## src/rtl/float_types_pkg.sv

```systemverilog
// Shared floating-point operand type and requester tag type for the FP add arbiter.
package float_types_pkg;

  typedef logic [31:0] float_point_num;
  typedef logic        fpu_req_tag_t;

  localparam int unsigned FPU_REQ_NUM = 2;

endpackage

```

## src/rtl/fpu_tag_fifo.sv

```systemverilog
// In-order requester-tag FIFO; a pop while empty with a concurrent push returns the pushed tag.
module fpu_tag_fifo
  import float_types_pkg::*;
#(
  parameter int unsigned DEPTH = 8
) (
  input  logic         clk_i,
  input  logic         rst_i,
  input  logic         push_i,
  input  fpu_req_tag_t push_tag_i,
  input  logic         pop_i,
  output fpu_req_tag_t pop_tag_c_o,
  output logic         empty_o,
  output logic         full_o
);

  localparam int unsigned PTR_W = $clog2(DEPTH);
  localparam int unsigned CNT_W = $clog2(DEPTH + 1);

  fpu_req_tag_t     mem_q [DEPTH];
  logic [PTR_W-1:0] wr_ptr_q, wr_ptr_d;
  logic [PTR_W-1:0] rd_ptr_q, rd_ptr_d;
  logic [CNT_W-1:0] count_q, count_d;
  logic             bypass, do_push, do_pop;

  function automatic logic [PTR_W-1:0] ptr_inc(input logic [PTR_W-1:0] ptr);
    return (ptr == PTR_W'(DEPTH - 1)) ? '0 : ptr + PTR_W'(1);
  endfunction

  assign empty_o = (count_q == '0);
  assign full_o  = (count_q == CNT_W'(DEPTH));

  always_comb begin
    bypass      = empty_o && push_i && pop_i;
    do_push     = push_i && !bypass && (!full_o || pop_i);
    do_pop      = pop_i && !empty_o;
    pop_tag_c_o = empty_o ? push_tag_i : mem_q[rd_ptr_q];
    wr_ptr_d    = do_push ? ptr_inc(wr_ptr_q) : wr_ptr_q;
    rd_ptr_d    = do_pop ? ptr_inc(rd_ptr_q) : rd_ptr_q;
    count_d     = count_q + CNT_W'(do_push) - CNT_W'(do_pop);
  end

  always_ff @(posedge clk_i) begin
    if (rst_i) begin
      wr_ptr_q <= '0;
      rd_ptr_q <= '0;
      count_q  <= '0;
    end else begin
      wr_ptr_q <= wr_ptr_d;
      rd_ptr_q <= rd_ptr_d;
      count_q  <= count_d;
    end
  end

  // Storage needs no reset: entries are only read once count covers them.
  always_ff @(posedge clk_i) begin
    if (do_push) begin
      mem_q[wr_ptr_q] <= push_tag_i;
    end
  end

endmodule

```

## src/rtl/fpu_add_arbiter.sv

```systemverilog
// Two-requester round-robin front end for a shared in-order FP add pipeline with per-requester credits.
module fpu_add_arbiter
  import float_types_pkg::*;
#(
  parameter int unsigned MAX_OUT = 4
) (
  input  logic           clk_i,
  input  logic           rst_i,
  input  logic           req0_valid_i,
  output logic           req0_ready_o,
  input  float_point_num req0_a_i,
  input  float_point_num req0_b_i,
  input  logic           req1_valid_i,
  output logic           req1_ready_o,
  input  float_point_num req1_a_i,
  input  float_point_num req1_b_i,
  output logic           fpu_valid_o,
  output float_point_num fpu_a_o,
  output float_point_num fpu_b_o,
  input  logic           fpu_valid_i,
  input  float_point_num fpu_res_i,
  output logic           rsp0_valid_o,
  output float_point_num rsp0_res_o,
  output logic           rsp1_valid_o,
  output float_point_num rsp1_res_o,
  output logic           err_o
);

  localparam int unsigned DEPTH = 2 * MAX_OUT;
  localparam int unsigned CNT_W = $clog2(MAX_OUT + 1);

  logic [FPU_REQ_NUM-1:0] req_valid, eligible, grant;
  float_point_num         req_a [FPU_REQ_NUM];
  float_point_num         req_b [FPU_REQ_NUM];
  logic [CNT_W-1:0]       out_q [FPU_REQ_NUM];
  logic [CNT_W-1:0]       out_d [FPU_REQ_NUM];
  fpu_req_tag_t           prio_q, prio_d, push_tag, pop_tag;
  logic                   handshake, tag_avail, fifo_empty, fifo_full;
  logic                   fpu_valid_q, fpu_valid_d;
  float_point_num         fpu_a_q, fpu_a_d, fpu_b_q, fpu_b_d;
  logic [FPU_REQ_NUM-1:0] rsp_valid_q, rsp_valid_d;
  float_point_num         rsp_res_q [FPU_REQ_NUM];
  float_point_num         rsp_res_d [FPU_REQ_NUM];
  logic                   err_q, err_d;

  // Credit-qualified grant; on a tie the requester not granted last wins.
  always_comb begin
    req_valid = {req1_valid_i, req0_valid_i};
    req_a[0]  = req0_a_i;
    req_a[1]  = req1_a_i;
    req_b[0]  = req0_b_i;
    req_b[1]  = req1_b_i;
    for (int n = 0; n < int'(FPU_REQ_NUM); n++) begin
      eligible[n] = req_valid[n] && (out_q[n] < CNT_W'(MAX_OUT)) && !fifo_full && !rst_i;
    end
    grant = eligible;
    if (&eligible) begin
      grant         = '0;
      grant[prio_q] = 1'b1;
    end
  end

  assign req0_ready_o = grant[0];
  assign req1_ready_o = grant[1];
  assign handshake    = |grant;
  assign push_tag     = fpu_req_tag_t'(grant[1]);
  assign tag_avail    = !fifo_empty || handshake;

  fpu_tag_fifo #(
    .DEPTH(DEPTH)
  ) u_tag_fifo (
    .clk_i       (clk_i),
    .rst_i       (rst_i),
    .push_i      (handshake),
    .push_tag_i  (push_tag),
    .pop_i       (fpu_valid_i),
    .pop_tag_c_o (pop_tag),
    .empty_o     (fifo_empty),
    .full_o      (fifo_full)
  );

  always_comb begin
    prio_d      = prio_q;
    fpu_valid_d = handshake;
    fpu_a_d     = fpu_a_q;
    fpu_b_d     = fpu_b_q;
    rsp_valid_d = '0;
    rsp_res_d   = rsp_res_q;
    err_d       = err_q;
    if (handshake) begin
      prio_d  = ~push_tag;
      fpu_a_d = req_a[push_tag];
      fpu_b_d = req_b[push_tag];
    end
    // A result with no tag to route is dropped and flagged until reset.
    if (fpu_valid_i) begin
      if (tag_avail) begin
        rsp_valid_d[pop_tag] = 1'b1;
        rsp_res_d[pop_tag]   = fpu_res_i;
      end else begin
        err_d = 1'b1;
      end
    end
    for (int n = 0; n < int'(FPU_REQ_NUM); n++) begin
      out_d[n] = out_q[n] + CNT_W'(grant[n]) - CNT_W'(rsp_valid_q[n]);
    end
  end

  always_ff @(posedge clk_i) begin
    if (rst_i) begin
      prio_q      <= '0;
      fpu_valid_q <= 1'b0;
      fpu_a_q     <= '0;
      fpu_b_q     <= '0;
      rsp_valid_q <= '0;
      err_q       <= 1'b0;
      for (int n = 0; n < int'(FPU_REQ_NUM); n++) begin
        out_q[n]     <= '0;
        rsp_res_q[n] <= '0;
      end
    end else begin
      prio_q      <= prio_d;
      fpu_valid_q <= fpu_valid_d;
      fpu_a_q     <= fpu_a_d;
      fpu_b_q     <= fpu_b_d;
      rsp_valid_q <= rsp_valid_d;
      err_q       <= err_d;
      for (int n = 0; n < int'(FPU_REQ_NUM); n++) begin
        out_q[n]     <= out_d[n];
        rsp_res_q[n] <= rsp_res_d[n];
      end
    end
  end

  assign fpu_valid_o  = fpu_valid_q;
  assign fpu_a_o      = fpu_a_q;
  assign fpu_b_o      = fpu_b_q;
  assign rsp0_valid_o = rsp_valid_q[0];
  assign rsp1_valid_o = rsp_valid_q[1];
  assign rsp0_res_o   = rsp_res_q[0];
  assign rsp1_res_o   = rsp_res_q[1];
  assign err_o        = err_q;

endmodule

```

## config.mk

```make
export PLATFORM = sky130hd
export DESIGN_NAME = fpu_add_arbiter
export DESIGN_NICKNAME = d
export VERILOG_FILES = /design/src/rtl/float_types_pkg.sv /design/src/rtl/fpu_tag_fifo.sv /design/src/rtl/fpu_add_arbiter.sv
export SDC_FILE = /design/constraint.sdc
export NUM_CORES = 1
export LEC_CHECK = 0
export CAP_MARGIN = 10
export CORE_UTILIZATION = 32
export DETAILED_ROUTE_END_ITERATION = 16
export GPL_TIMING_DRIVEN = 0
export PLACE_DENSITY = 0.66
export SLEW_MARGIN = 10
export SYNTH_ARGS = -nofsm -noshare
export SYNTH_HDL_FRONTEND = slang
export SYNTH_SLANG_ARGS = --single-unit
```

## constraint.sdc

```tcl
create_clock -name clk_i -period 3.35 [get_ports clk_i]
set_input_delay 0.5025 -clock clk_i [delete_from_list [all_inputs] [get_ports clk_i]]
set_output_delay 0.5025 -clock clk_i [all_outputs]
set_load 0.02 [all_outputs]
```

Word level (Yosys, flattened, before mapping)
Memories as Yosys holds them, arrays and structs flattened. A register that Yosys moved wholly into a read port is not among the register bits.
Cells that the tools add are included.

cells by class
  add/sub/neg operators = 8
  multipliers = 0
  div/mod/pow operators = 0
  order comparisons = 9
  equality and inequality tests = 3
  shifts and indexed selects = 0
  muxes and demuxes = 26
  bitwise logic cells = 7
  reduce and logical (&&, ||, !) cells = 26

operators by type and width
  operator                                                                      number
  32-bit 2-to-1 mux                                                             7
  64-bit bitwise mux                                                            1
  32-bit demux with 1-bit select                                                1
  3-bit 2-to-1 mux                                                              6
  1-bit logical AND                                                             14
  1-bit 2-to-1 mux                                                              8
  3-bit by 1-bit adder with 3-bit output                                        2
  3-bit by 1-bit adder with 3-bit output, second input constant                 2
  3-bit == test, second input constant                                          2
  3-bit less-than comparator, second input constant                             2
  2-bit AND reduction                                                           3
  3-bit by 1-bit subtractor with 3-bit output                                   2
  4-bit by 1-bit adder with 4-bit output                                        1
  4-bit == test, second input constant                                          1
  2-bit >= comparator, second input constant                                    2
  1-bit logical NOT                                                             4
  4-bit logical NOT                                                             1
  1-bit by 2-bit less-than comparator with 1-bit output, second input constant  2
  1-bit inverter with 2-bit output                                              2
  4-bit by 1-bit subtractor with 4-bit output                                   1
  1-bit inverter                                                                3
  3-bit OR reduction                                                            1
  1-bit demux with 1-bit select                                                 2
  1-bit >= comparator, second input constant                                    2
  other kinds (5)                                                               7

storage, ports and cells
  register bits = 143
  bits in latches = 0
  bits in writable memories = 14
  memory bits (read-only) = 0
  input bits = 165
  output and inout bits = 134
  logic and storage cells = 92
  memories kept = 2

memory list
  name              words  width  rd ports  clocked after memory_dff  write ports  line                   RTL
  u_tag_fifo.mem_q  8      1      1         1                         1            fpu_tag_fifo.sv:20     fpu_req_tag_t mem_q [DEPTH];
  out_q             2      3      2         0                         2            fpu_add_arbiter.sv:35  logic [CNT_W-1:0] out_q [FPU_REQ_NUM];

Logic depth before layout (Yosys ltp)
Gate-level depths: netlist (run 1).

  word-level depth = 14
  depth in mapped cells = 13
  mapped depth without buffers = 12

Modules after synthesis
Synthesis (run 1) repeated with hierarchy kept, for this count alone.

second synthesis, totals
  cells, all modules = 631
  area, all modules = 6,715.2 um^2

by module, submodules not included
  module           times used  cells each  area each (um^2)
  fpu_add_arbiter  1           543         5,703.0
  fpu_tag_fifo     1           88          1,012.2

Worst setup path before layout (run 1)
OpenSTA, ideal clock, no wires.

  path type = input to register
  start = input port rst_i
  end = memory out_q[0][5] in the netlist's numbering
  setup time = 0.128 ns
  arrival time = 2.533 ns
  required time = 3.222 ns
  setup slack = 0.689 ns
  cell stages on the path = 12
  buffers on the path = 4
  cell sequence = clkbuf_1 > nor3b_2 > o211a_1 > buf_2 > buf_4 > buf_4 > ha_1 > inv_1 > fa_1 > xor2_1 > xnor2_1 > nor2_1

RTL lines
  item                line                   RTL
  start: declaration  fpu_add_arbiter.sv:8   input logic rst_i,
  end: declaration    fpu_add_arbiter.sv:35

Worst setup path after layout (run 1)
  start = input port rst_i
  end = output port req1_ready_o

between the ends
  word-level cells in the longest chain between the ends = 4
  elaborated cells on any way between the ends = 5
  classes of those cells = mux (1); reduce/logical (4)

ends and longest elaborated chain
  item                 line                   RTL
  1-bit logical NOT *  fpu_add_arbiter.sv:54  eligible[n] = req_valid[n] && (out_q[n] < CNT_W'(MAX_OUT)) && !fifo_full && !rst_i;
  1-bit logical AND    fpu_add_arbiter.sv:54
  2-bit AND reduction  fpu_add_arbiter.sv:57  if (&eligible) begin
  2-bit 2-to-1 mux *   fpu_add_arbiter.sv:57
  end: declaration     fpu_add_arbiter.sv:14  output logic req1_ready_o,

Every way passes the cells marked *; elsewhere a longest branch is shown, timed or not.

==> results.toml, run 1 <==
[cts]
cts_sinks = 160
cts_buffer_depth = 2
cts-root-buf = "clkbuf_16"
clk_pin_slew_ps = 60
cts_setup_buffers = 0
insertion_delay_ps = 410
cts_made_buffers = 17
ctsHoldBuffers = 0
cts_tree = "yes"
htreeDepth = 4

[floorplanning]
core-area_sq_um = 21800
rows = 54
die-area_sq_um = 22700
io_pins = 299
start_util_pct = 32.5
die_h_microns = 151
die_x_microns = 151

[setup_path]
required_ps = 2850
path_class = "input pin to output port"
cp_slowest_stage_delay_ps = 430
cp-startpoint = "rst_i"
cp_cell_sequence = "clkdlybuf4s50_1 > clkbuf_2 > nor3b_2 > o211a_1 > buf_2 > buf_4 > buf_6 > dlygate4sd2_1"
crit_arrival_ps = 2600
timing.critical_path.buf_inv = 6
reg2reg_from = "u_tag_fifo.count_q[2]$_SDFF_PP0_"
cp_slowest_cell = "clkdlybuf4s50_1"
cp_max_fo = 19
worstSetupEndpointType = "output port"
critPathLaunchType = "input pin"
cp_top_family = "buffers and inverters"

[yosys]
synth_top_cell_by_area = "dfxtp_1"
ys_warn_count = 0
synth.net_count = 858
postSynthAreaPerCell_sq_um = 10.5
seq_area_frac_synth_pct = 46.4
yosysTopAreaCellShare_pct = 43.0
synthCells = 676
synthTopCellsByArea = "dfxtp_1, mux2i_1, nand2b_1"
ys_ff_latch = 160
syn_area_sq_um = 7070
ys_types = 39

[cells_and_area]
drive_gt1_share_pct = 5.77
layout_common_cells = "clkdlybuf4s50_1, dfxtp_1, mux2i_1"
mostFrequentLayoutCell = "clkdlybuf4s50_1"
final_area_sq_um = 11000
final_nets = 1175
fin_util_pct = 50.6
finalNonFillerCells = 1286
syn2layout_area_growth_pct = 55.7

[place]
gp_congestion = 0.749
place_ws_ps = -294
dpl_cell_area_sq_um = 10400
port_buffers = 298
place_inst = 1254
dpl.hpwl_microns = 16300

[global_route]
grt_pass1_vias = 5957
grt_max_degree = 20
antenna_found_initial = 1
overflow = 0
grt_pass1_wl_microns = 31900
grt.total_usage_pct = 18.5

[sta]
relSlewSlack_pct = 52.9
tightest_slew_ps = 706
finalSetupViolCount = 0
fin_setup_tns_ps = 0
hold_viol_final = 0
period_needed_ps = 3100
fin_ws_ps = 252
rsz0062_at_grt = "no"
slew_viol_final = 0
period_share_pct = 92.5
timing.hold.ws_ps = 472
skew_ps = 9.12
fmax_ghz = 0.323

[detailed_routing]
drtAntennaViolNets = 0
dr_total_vias = 5915
drc = 0
wl_per_cell_microns = 16.3
drt_iter0_drc = 160
dr.pass1.iters = 7
routed_wirelength_microns = 21000
viasPerCell = 4.60

[power_and_ir_drop]
pwr-share-comb_pct = 40.0
switching_share_pct = 34.1
total_leakage_power_nw = 4.34
p_sw_mw = 2.64
power-per-cell-area_nw_per_um2 = 702
p_int_mw = 5.09
total_power_mw = 7.73
clockPowerShare_pct = 25.3
ir_worst_vdd_v = 0.000277
pwr-share-seq_pct = 34.6

[outcome]
status = "finished, final reports clean"

[hold_path]
min-delay-start = "rsp1_res_o[30]$_SDFFE_PP0P_"
worst_hold_path_type = "register to register"

[run]
maxCapViolCount = 0
path summary, 6_finish.rpt:
check	to	depth (start not counted)	slack (ps)
worst max-delay path	req1_ready_o	8	250
worst min-delay path	rsp1_res_o[30]$_SDFFE_PP0P_	2	470
worst max register to register	out_q[0][5]$_SDFF_PP0_	13	680
worst min register to register	rsp1_res_o[30]$_SDFFE_PP0P_	2	470
cells in the mapped netlist:
cell type and number:
nor3b_1 3, o21ai_0 21, o221ai_1 1, buf_1 3, a22oi_2 1, xor2_1 3
clkbuf_1 29, o21ai_1 44, buf_8 3, a21o_1 1, inv_2 1, nor2b_1 4
mux2i_1 135, mux4_2 1, nand2b_1 102, and3_1 1, buf_2 5, ha_1 14
nor3b_2 1, or2_2 2, a311oi_1 1, nand3_1 1, o211a_1 1, nor3_1 2
dfxtp_1 152, a2111oi_2 1, or3b_1 2, edfxtp_1 8, buf_6 1, nand3b_1 65
fa_1 3, or3_1 2, buf_4 9, a21oi_1 8, xnor2_1 3, o2bb2a_4 1
nand2_1 7, nor2_1 18, inv_1 16
power by group through the flow:
stage / registers, mW / logic [mW] / clock network, mW
final: 2.68 / 3.09 / 1.96
after global routing: 2.74 / 3.34 / 2.10
after CTS: 2.68 / 3.14 / 2.01
after detailed placement: 2.71 / 3.12 / 0
after global placement: 2.69 / 3.11 / 0
after floorplan: 3.17 / 1.27 / 0
registers in the layout, indices dropped and copies added (netlist names), named ones only:
register / count
u_tag_fifo.count_q: 4
u_tag_fifo.rd_ptr_q: 3
u_tag_fifo.wr_ptr_q: 3
out_q: 6
rsp1_res_o: 32
rsp_valid_q: 2
rsp0_res_o: 32
fpu_a_o: 32
err_o: 1
u_tag_fifo.mem_q: 8
prio_q: 1
fpu_valid_o: 1
fpu_b_o: 32
tightest hold or removal path: stages, from the launching register on:
cell	delay, ps
dfxtp_1	310
nand2b_1	60
mux2i_1	60
kinds of logic after synthesis:
logic type               synth area share (%)
AO/OA/AOI/OAI                            6.34
AND/OR/NAND/NOR                          19.0
flip-flops                               46.4
buffers and inverters                    4.71
adder cells (fa/ha/maj)                  3.33
XOR/XNOR                                0.743
multiplexers                             19.4
cell type report:
class / count / area, sq um
Timing Repair Buffer: 298 / 2980
Clock buffer: 19 / 464
Fill cell: 2076 / 10800
Clock inverter: 12 / 133
Inverter: 17 / 63.8
Tap cell: 280 / 350
Multi-Input combinational cell: 449 / 3450
Antenna cell: 1 / 2.50
Buffer: 50 / 274
Sequential cell: 160 / 3280
routing by layer:
metal	track usage, %	vias to the layer above	share of wire [%]
li1	-	2959	-
met1	22.0	2718	42
met4	5.35	0	0.89
met5	0	-	0
met3	6.39	11	8.5
met2	31.5	227	48
what timing repair did:
action | 4_1_cts | 5_1_grt
hold endpoints to repair | 0 | 0
resized for setup | 3 | 0
setup endpoints to repair | 1 | 0
Power figures use the tool's default switching activity.
==> run 2: changes to the inputs <==
--- a/config.mk
+++ b/config.mk
@@ -9,7 +9,6 @@
 export CORE_UTILIZATION = 32
 export DETAILED_ROUTE_END_ITERATION = 16
 export GPL_TIMING_DRIVEN = 0
-export PLACE_DENSITY = 0.66
 export SLEW_MARGIN = 10
 export SYNTH_ARGS = -nofsm -noshare
 export SYNTH_HDL_FRONTEND = slang
==> run 2 against run 1 <==
Effect of this change: non-clock buffer count unchanged; core utilization is 0.16 points lower; first-iteration DRC count grew 33%; combinational power about the same; clock-buffer cell count up 2; fmax fell by 1.2%; clock power down 4%; highest routed layer is now met5.
==> results.toml, run 2 (same netlist as run 1, synthesis figures left out) <==
[outcome]
status = "finished, final reports clean"

[sta]
hold_viol_final = 0
relSlewSlack_pct = 54.3
finalSetupViolCount = 0
tightest_slew_ps = 685
fin_ws_ps = 215
skew_ps = 14.1
fmax_ghz = 0.319
period_share_pct = 93.6
slew_viol_final = 0
rsz0062_at_grt = "no"
fin_setup_tns_ps = 0
period_needed_ps = 3140

[cts]
insertion_delay_ps = 420
cts_buffer_depth = 2
cts-root-buf = "clkbuf_16"
htreeDepth = 4
cts_tree = "yes"
cts_sinks = 160
cts_made_buffers = 17
ctsHoldBuffers = 0
clk_pin_slew_ps = 60

[global_route]
grt_max_degree = 20
grt.total_usage_pct = 19.0
grt_pass1_vias = 5865
overflow = 0
antenna_found_initial = 2
grt_pass1_wl_microns = 32400

[floorplanning]
rows = 54
core-area_sq_um = 21800
io_pins = 299
die-area_sq_um = 22700
die_x_microns = 151
start_util_pct = 32.5
die_h_microns = 151

[run]
maxCapViolCount = 0

[setup_path]
cp_slowest_stage_delay_ps = 430
reg2reg_from = "u_tag_fifo.count_q[2]$_SDFF_PP0_"
required_ps = 2850
r2r_slack_ps = 670
cp-startpoint = "rst_i"
worstSetupEndpointType = "output port"
cp_max_fo = 19
cp_cell_sequence = "clkdlybuf4s50_1 > clkbuf_2 > nor3b_2 > o211a_1 > buf_2 > buf_4 > buf_6 > dlygate4sd2_1"
crit_end = "req1_ready_o"
path_class = "input pin to output port"
timing.critical_path.buf_inv = 6
cp_slowest_cell = "clkdlybuf4s50_1"
rr_endpoint = "out_q[0][5]$_SDFF_PP0_"
critPathLaunchType = "input pin"
reg2reg_depth = 13
path_depth = 8
crit_arrival_ps = 2630
cp_top_family = "buffers and inverters"

[cells_and_area]
final_area_sq_um = 11000
layout_common_cells = "clkdlybuf4s50_1, dfxtp_1, mux2i_1"
drive_gt1_share_pct = 5.67
final_nets = 1175
mostFrequentLayoutCell = "clkdlybuf4s50_1"
syn2layout_area_growth_pct = 55.2
fin_util_pct = 50.4

[place]
port_buffers = 298
gp_congestion = 0.736
place_ws_ps = -283
dpl.hpwl_microns = 16700
dpl_cell_area_sq_um = 10400

[detailed_routing]
drtAntennaViolNets = 0
viasPerCell = 4.58
wl_per_cell_microns = 16.8
routed_wirelength_microns = 21700
drc = 0
dr_total_vias = 5889
drt_iter0_drc = 212
dr.pass1.iters = 4

[power_and_ir_drop]
total_leakage_power_nw = 4.32
power-per-cell-area_nw_per_um2 = 698
ir_worst_vdd_v = 0.000326
total_power_mw = 7.66

[hold_path]
worst_hold_path_type = "register to register"
[run 2: changes by cell type in the layout (fill, tap and decap cells not counted), sizes merged]
cell,delta
inv,+2
clkbuf,+2
clkinv,-3
bufinv,-1
clkinvlp,+1
[run 2: worst min-delay path: cells and delay by family (launching register included)]
kind,cells,cell delay (ps)
and+or+nand+nor,1,70
AOI/OAI and AO/OA,1,40
DFF,1,330
[run 2: worst min-delay path by stage]
stage	from	endpoint	slack [ps]	depth (start not counted)
after floorplan	u_tag_fifo.rd_ptr_q[1]$_SDFFE_PP0P_	register	450	2
after global placement	err_o$_SDFFE_PP0P_	err_o$_SDFFE_PP0P_	460	2
after detailed placement	err_o$_SDFFE_PP0P_	err_o$_SDFFE_PP0P_	460	2
after CTS	err_o$_SDFFE_PP0P_	err_o$_SDFFE_PP0P_	480	2
after global routing	fpu_b_o[25]$_SDFFE_PP0P_	fpu_b_o[25]$_SDFFE_PP0P_	500	2
final	err_o$_SDFFE_PP0P_	err_o$_SDFFE_PP0P_	470	2
[run 2: stage by stage]
step	instances	hold slack [ps]
2_1_floorplan	676	450
3_5_place_dp	1254	461
4_1_cts	1286	476
5_1_grt	1286	495
3_3_place_gp	1254	459
6_report	1287	472
[run 2: area by class of cell]
| type | count | area (sq um) |
|---|---|---|
| Antenna cell | 1 | 2.50 |
| Buffer | 50 | 274 |
| Clock buffer | 21 | 460 |
| Clock inverter | 11 | 103 |
| Fill cell | 2095 | 10800 |
| Inverter | 17 | 63.8 |
| Multi-Input combinational cell | 449 | 3450 |
| Sequential cell | 160 | 3280 |
| Tap cell | 280 | 350 |
| Timing Repair Buffer | 298 | 2980 |
[run 2: repair_timing]
item,in CTS,in global routing
setup buffers,0,0
gates resized for setup,3,0
setup endpoints to repair,1,0
[run 2: metal layers]
metal | share of wire, % | vias up | global-route usage, %
li1 | - | 2961 | -
met1 | 42 | 2706 | 22.5
met2 | 48 | 207 | 31.9
met3 | 9.6 | 13 | 7.76
met4 | 0.74 | 2 | 4.65
met5 | 0.060 | - | 0
[run 2: where the power goes]
group / total, mW / switching, mW / internal (mW)
registers: 2.67 / 0.266 / 2.40
clock network: 1.88 / 0.816 / 1.07
logic: 3.11 / 1.58 / 1.52
total: 7.66 / 2.66 / 5.00
==> patch 1 (settings of run 1) <==
Set the parameter `MAX_OUT` to 8 (it was 4).
--- a/src/rtl/fpu_add_arbiter.sv
+++ b/src/rtl/fpu_add_arbiter.sv
@@ -2,7 +2,7 @@
 module fpu_add_arbiter
   import float_types_pkg::*;
 #(
-  parameter int unsigned MAX_OUT = 4
+  parameter int unsigned MAX_OUT = 8
 ) (
   input  logic           clk_i,
   input  logic           rst_i,
Function: same outputs for any inputs over 4 cycles, from zero or initial values and one cycle with rst_i high; that may be too few to reach the edited logic, so the function may still have changed.
==> patch 1 against run 1 <==
Design area grew 7.2%; final cell count grew 9.6%; largest cell class unchanged; wire length grew 10%; die area grew 11%; area after synthesis grew 11%; total power grew 5.3%; setup slack lost 57 ps; sequential cell count grew 14.
==> patch 1: results (changes against run 1) <==
{
  "groute.layer.met1.usage": {"value": 20.6, "unit": "%", "change": "-1.4 points"},
  "post_route_cells_drive_above_1_share": {"value": 5.23, "unit": "%", "change": "-0.54 points"},
  "p_int": {"value": 5.32, "unit": "mW", "change": "+4.6%"},
  "reg2regPathDepth": {"value": 14, "change": "+1"},
  "post_synth_main_area_contributors": {"value": "sky130_fd_sc_hd__dfxtp_1, sky130_fd_sc_hd__mux2i_1, sky130_fd_sc_hd__nand2b_1"},
  "ys_seq_area_share": {"value": 46.6, "unit": "%", "change": "+0.11 points"},
  "fmax": {"value": 317, "unit": "MHz", "change": "-1.8%"},
  "worst-path-max-fanout": {"value": 27, "change": "+8"},
  "place_congestion": {"value": 0.812, "change": "+8.4%"},
  "post_synth_fa_ha_maj_area_fraction": {"value": 3.80, "unit": "%", "change": "+0.48 points"},
  "final.setup_skew": {"value": 11.2, "unit": "ps", "change": "+2.04 ps"},
  "pwr-share-comb": {"value": 40.1, "unit": "%", "change": "about the same"},
  "hold_start": {"value": "rsp0_res_o[19]"},
  "post_synth_inst_count": {"value": 760, "change": "+12%"},
  "met2RoutedLength": {"value": 11200, "unit": "µm", "change": "+11%"},
  "synth.top_cells.by_count": {"value": "sky130_fd_sc_hd__dfxtp_1, sky130_fd_sc_hd__mux2i_1, sky130_fd_sc_hd__nand2b_1, sky130_fd_sc_hd__nand3b_1, sky130_fd_sc_hd__o21ai_1"},
  "num-fill-cells": {"value": 2253, "change": "+8.5%"},
  "drt-total-wl": {"value": 23200, "unit": "µm", "change": "+10%"},
  "via_count": {"value": 6477, "change": "+9.5%"},
  "post_synth_num_cell_types": {"value": 40, "change": "+2.6%"},
  "hold-path-endpoint": {"value": "rsp0_res_o[19]"},
  "global_route.usage.met2": {"value": 31.6, "unit": "%", "change": "+0.11 points"},
  "detail_route.wirelength.met1": {"value": 9650, "unit": "µm", "change": "+8.7%"},
  "io_buffer_count": {"value": 297, "change": "-0.34%"},
  "worst_slew_pin_slew": {"value": 629, "unit": "ps", "change": "-76.7 ps"},
  "num-nets-final": {"value": 1263, "change": "+7.5%"},
  "detailedRoute.firstIterationViolations": {"value": 209, "change": "+31%"},
  "cts_resized": {"value": 1, "change": "-2"},
  "met3RoutedLength": {"value": 1890, "unit": "µm", "change": "+5.2%"},
  "worst_r2r_endpoint": {"value": "u_tag_fifo.count_q[4]"},
  "sequentialPowerShare": {"value": 35.0, "unit": "%", "change": "+0.4 points"},
  "synth_mux_area_share": {"value": 17.6, "unit": "%", "change": "-1.8 points"},
  "crit_arrival": {"value": 2650, "unit": "ps", "change": "+50 ps"},
  "clockNetworkPower": {"value": 2.03, "unit": "mW", "change": "+4%"},
  "groute.layer.met3.usage": {"value": 6.45, "unit": "%", "change": "+0.057 points"},
  "start_kind": {"value": "flop"},
  "run_status": {"value": "finished clean"}
}
-- patch 1: layout make-up --
type | instances | area [µm²] | share of cell area, %
Multi-Input combinational cell | 506 | 3770 | 32.0
Sequential cell | 174 | 3640 | 30.9
Timing Repair Buffer | 297 | 2970 | 25.2
Clock buffer | 18 | 439 | 3.72
Tap cell | 319 | 399 | 3.38
Buffer | 56 | 327 | 2.77
Clock inverter | 14 | 154 | 1.30
Inverter | 24 | 90.1 | 0.763
Antenna cell | 1 | 2.50 | 0.0212
-- patch 1: worst max-delay path: stages, from the launching register on --
cell and delay, ps:
sky130_fd_sc_hd__dfxtp_1 330, sky130_fd_sc_hd__inv_1 60, sky130_fd_sc_hd__ha_1 200, sky130_fd_sc_hd__nor3b_2 180
sky130_fd_sc_hd__a2111oi_2 500, sky130_fd_sc_hd__buf_6 310, sky130_fd_sc_hd__clkdlybuf4s50_1 650
==> patch 2 (config.mk and constraints of run 1) <==
Without the edit above. Make the reset (`rst_i`) asynchronous in 2 clocked blocks.
--- a/src/rtl/fpu_tag_fifo.sv
+++ b/src/rtl/fpu_tag_fifo.sv
@@ -40,7 +40,7 @@
     count_d     = count_q + CNT_W'(do_push) - CNT_W'(do_pop);
   end
 
-  always_ff @(posedge clk_i) begin
+  always_ff @(posedge clk_i or posedge rst_i) begin
     if (rst_i) begin
       wr_ptr_q <= '0;
       rd_ptr_q <= '0;
--- a/src/rtl/fpu_add_arbiter.sv
+++ b/src/rtl/fpu_add_arbiter.sv
@@ -106,7 +106,7 @@
     end
   end
 
-  always_ff @(posedge clk_i) begin
+  always_ff @(posedge clk_i or posedge rst_i) begin
     if (rst_i) begin
       prio_q      <= '0;
       fpu_valid_q <= 1'b0;
Formal check against the unedited RTL: differs if rst_i is asserted again (counterexample within 4 cycles, from zero or initial values and one cycle with rst_i high); with rst_i held inactive, the same outputs for 4 cycles.
==> patch 2 against run 1 <==
Combinational power rose by 69%; sequential cell count fell by 3; setup slack got worse by 150 ps; wire length fell by 8.9%; first-iteration DRC count rose by 78%; clock skew barely moved; synthesized cell count fell by 20%; area after synthesis fell by 5.4%; via count fell by 10%; final cell count fell by 10%; design area fell by 2.8%; utilization rose by 1.9 points; total power rose by 35%; sequential power rose by 26%.
==> patch 2: results (changes against run 1) <==
{
  "groute.layer.met1.usage": {"value": 23.1, "unit": "%", "change": "+1.1 points"},
  "ys_seq_area_share": {"value": 59.3, "unit": "%", "change": "+13 points"},
  "route.detailed.vias_per_inst": {"value": 4.60, "change": "about the same"},
  "post-place-cells": {"value": 1114, "change": "-11%"},
  "finalCriticalPeriod": {"value": 3250, "unit": "ps", "change": "+154 ps"},
  "post_dp_cell_area": {"value": 10100, "unit": "µm²", "change": "-3.1%"},
  "leakagePower": {"value": 4.79, "unit": "nW", "change": "+10%"},
  "global_route.usage.met2": {"value": 29.7, "unit": "%", "change": "-1.8 points"},
  "synth.net_count": {"value": 725, "change": "-16%"},
  "number_of_antenna_violations_at_the_first_check_in_global_routing": {"value": 0, "change": "-1"},
  "place_congestion": {"value": 0.763, "change": "+1.8%"},
  "post_synth_main_area_contributors": {"value": "sky130_fd_sc_hd__dfrtp_1, sky130_fd_sc_hd__nand2_1, sky130_fd_sc_hd__a22oi_1"},
  "vdd.ir_drop.worst": {"value": 428, "unit": "µV", "change": "+55%"},
  "via_count": {"value": 5296, "change": "-10%"},
  "place.detailed.hpwl": {"value": 14200, "unit": "µm", "change": "-13%"},
  "synth_xor_area_share": {"value": 0.785, "unit": "%", "change": "+0.042 points"},
  "grt_pass1_wl": {"value": 30100, "unit": "µm", "change": "-5.5%"},
  "non_clock_inverter_count": {"value": 22, "change": "+5"},
  "insertedDiodeCount": {"value": 0, "change": "-1"},
  "num-fill-cells": {"value": 1816, "change": "-13%"},
  "worst_r2r_endpoint": {"value": "fpu_b_o[22]"},
  "final.setup_skew": {"value": 8.96, "unit": "ps", "change": "-0.169 ps"},
  "r2r_setup_slack": {"value": 700, "unit": "ps", "change": "+20 ps"},
  "synth.top_cells.by_count": {"value": "sky130_fd_sc_hd__dfrtp_1, sky130_fd_sc_hd__nand2_1, sky130_fd_sc_hd__a22oi_1, sky130_fd_sc_hd__mux2_2, sky130_fd_sc_hd__mux2_4"},
  "synth_mux_area_share": {"value": 13.8, "unit": "%", "change": "-5.6 points"},
  "run_status": {"value": "finished clean"},
  "synth-compound-area-share": {"value": 8.81, "unit": "%", "change": "+2.5 points"},
  "worst_slew_pin_slew": {"value": 776, "unit": "ps", "change": "+70.2 ps"},
  "holdWs": {"value": 488, "unit": "ps", "change": "+16.4 ps"},
  "areaGrowthSynthToFinish": {"value": 59.9, "unit": "%"},
  "layout.comb_gates.multi_input": {"value": 336, "change": "-25%"},
  "multi_input_area_share": {"value": 23.4, "unit": "%", "change": "-8.0 points"},
  "grt_max_degree": {"value": 36, "change": "+80%"},
  "crit_arrival": {"value": 2750, "unit": "ps", "change": "+150 ps"},
  "async_reset_ff_share": {"value": 94.9, "unit": "%", "change": "+95 points"}
}
-- patch 2: repair_timing --
action	CTS	global route
buffers inserted	0	5
setup endpoints to repair	3	2
endpoints found under the hold margin	0	0
pin swaps	0	0
gates resized for setup	7	1
-- patch 2: cell families (layout without fill, tap and decap cells) --
kind of cell | after synthesis | count (layout)
AND/OR/NAND/NOR | 165 | 165
AO/OA/AOI/OAI | 78 | 78
XOR/XNOR | 6 | 6
adder cells (fa/ha/maj) | 17 | 17
flip-flops | 157 | 157
multiplexers | 70 | 70
buffers and inverters | 50 | 388
-- patch 2: per-layer routing --
metal / vias to the layer above / share of wire [%]
li1: 2531 / -
met1: 2540 / 44
met2: 210 / 48
met3: 15 / 7.4
met4: 0 / 1.1
met5: - / 0
-- patch 2: report_power, final --
group	internal [mW]	switching (mW)
Sequential	2.84	0.539
Clock	0.976	0.878
Combinational	2.74	2.50
Total	6.55	3.91
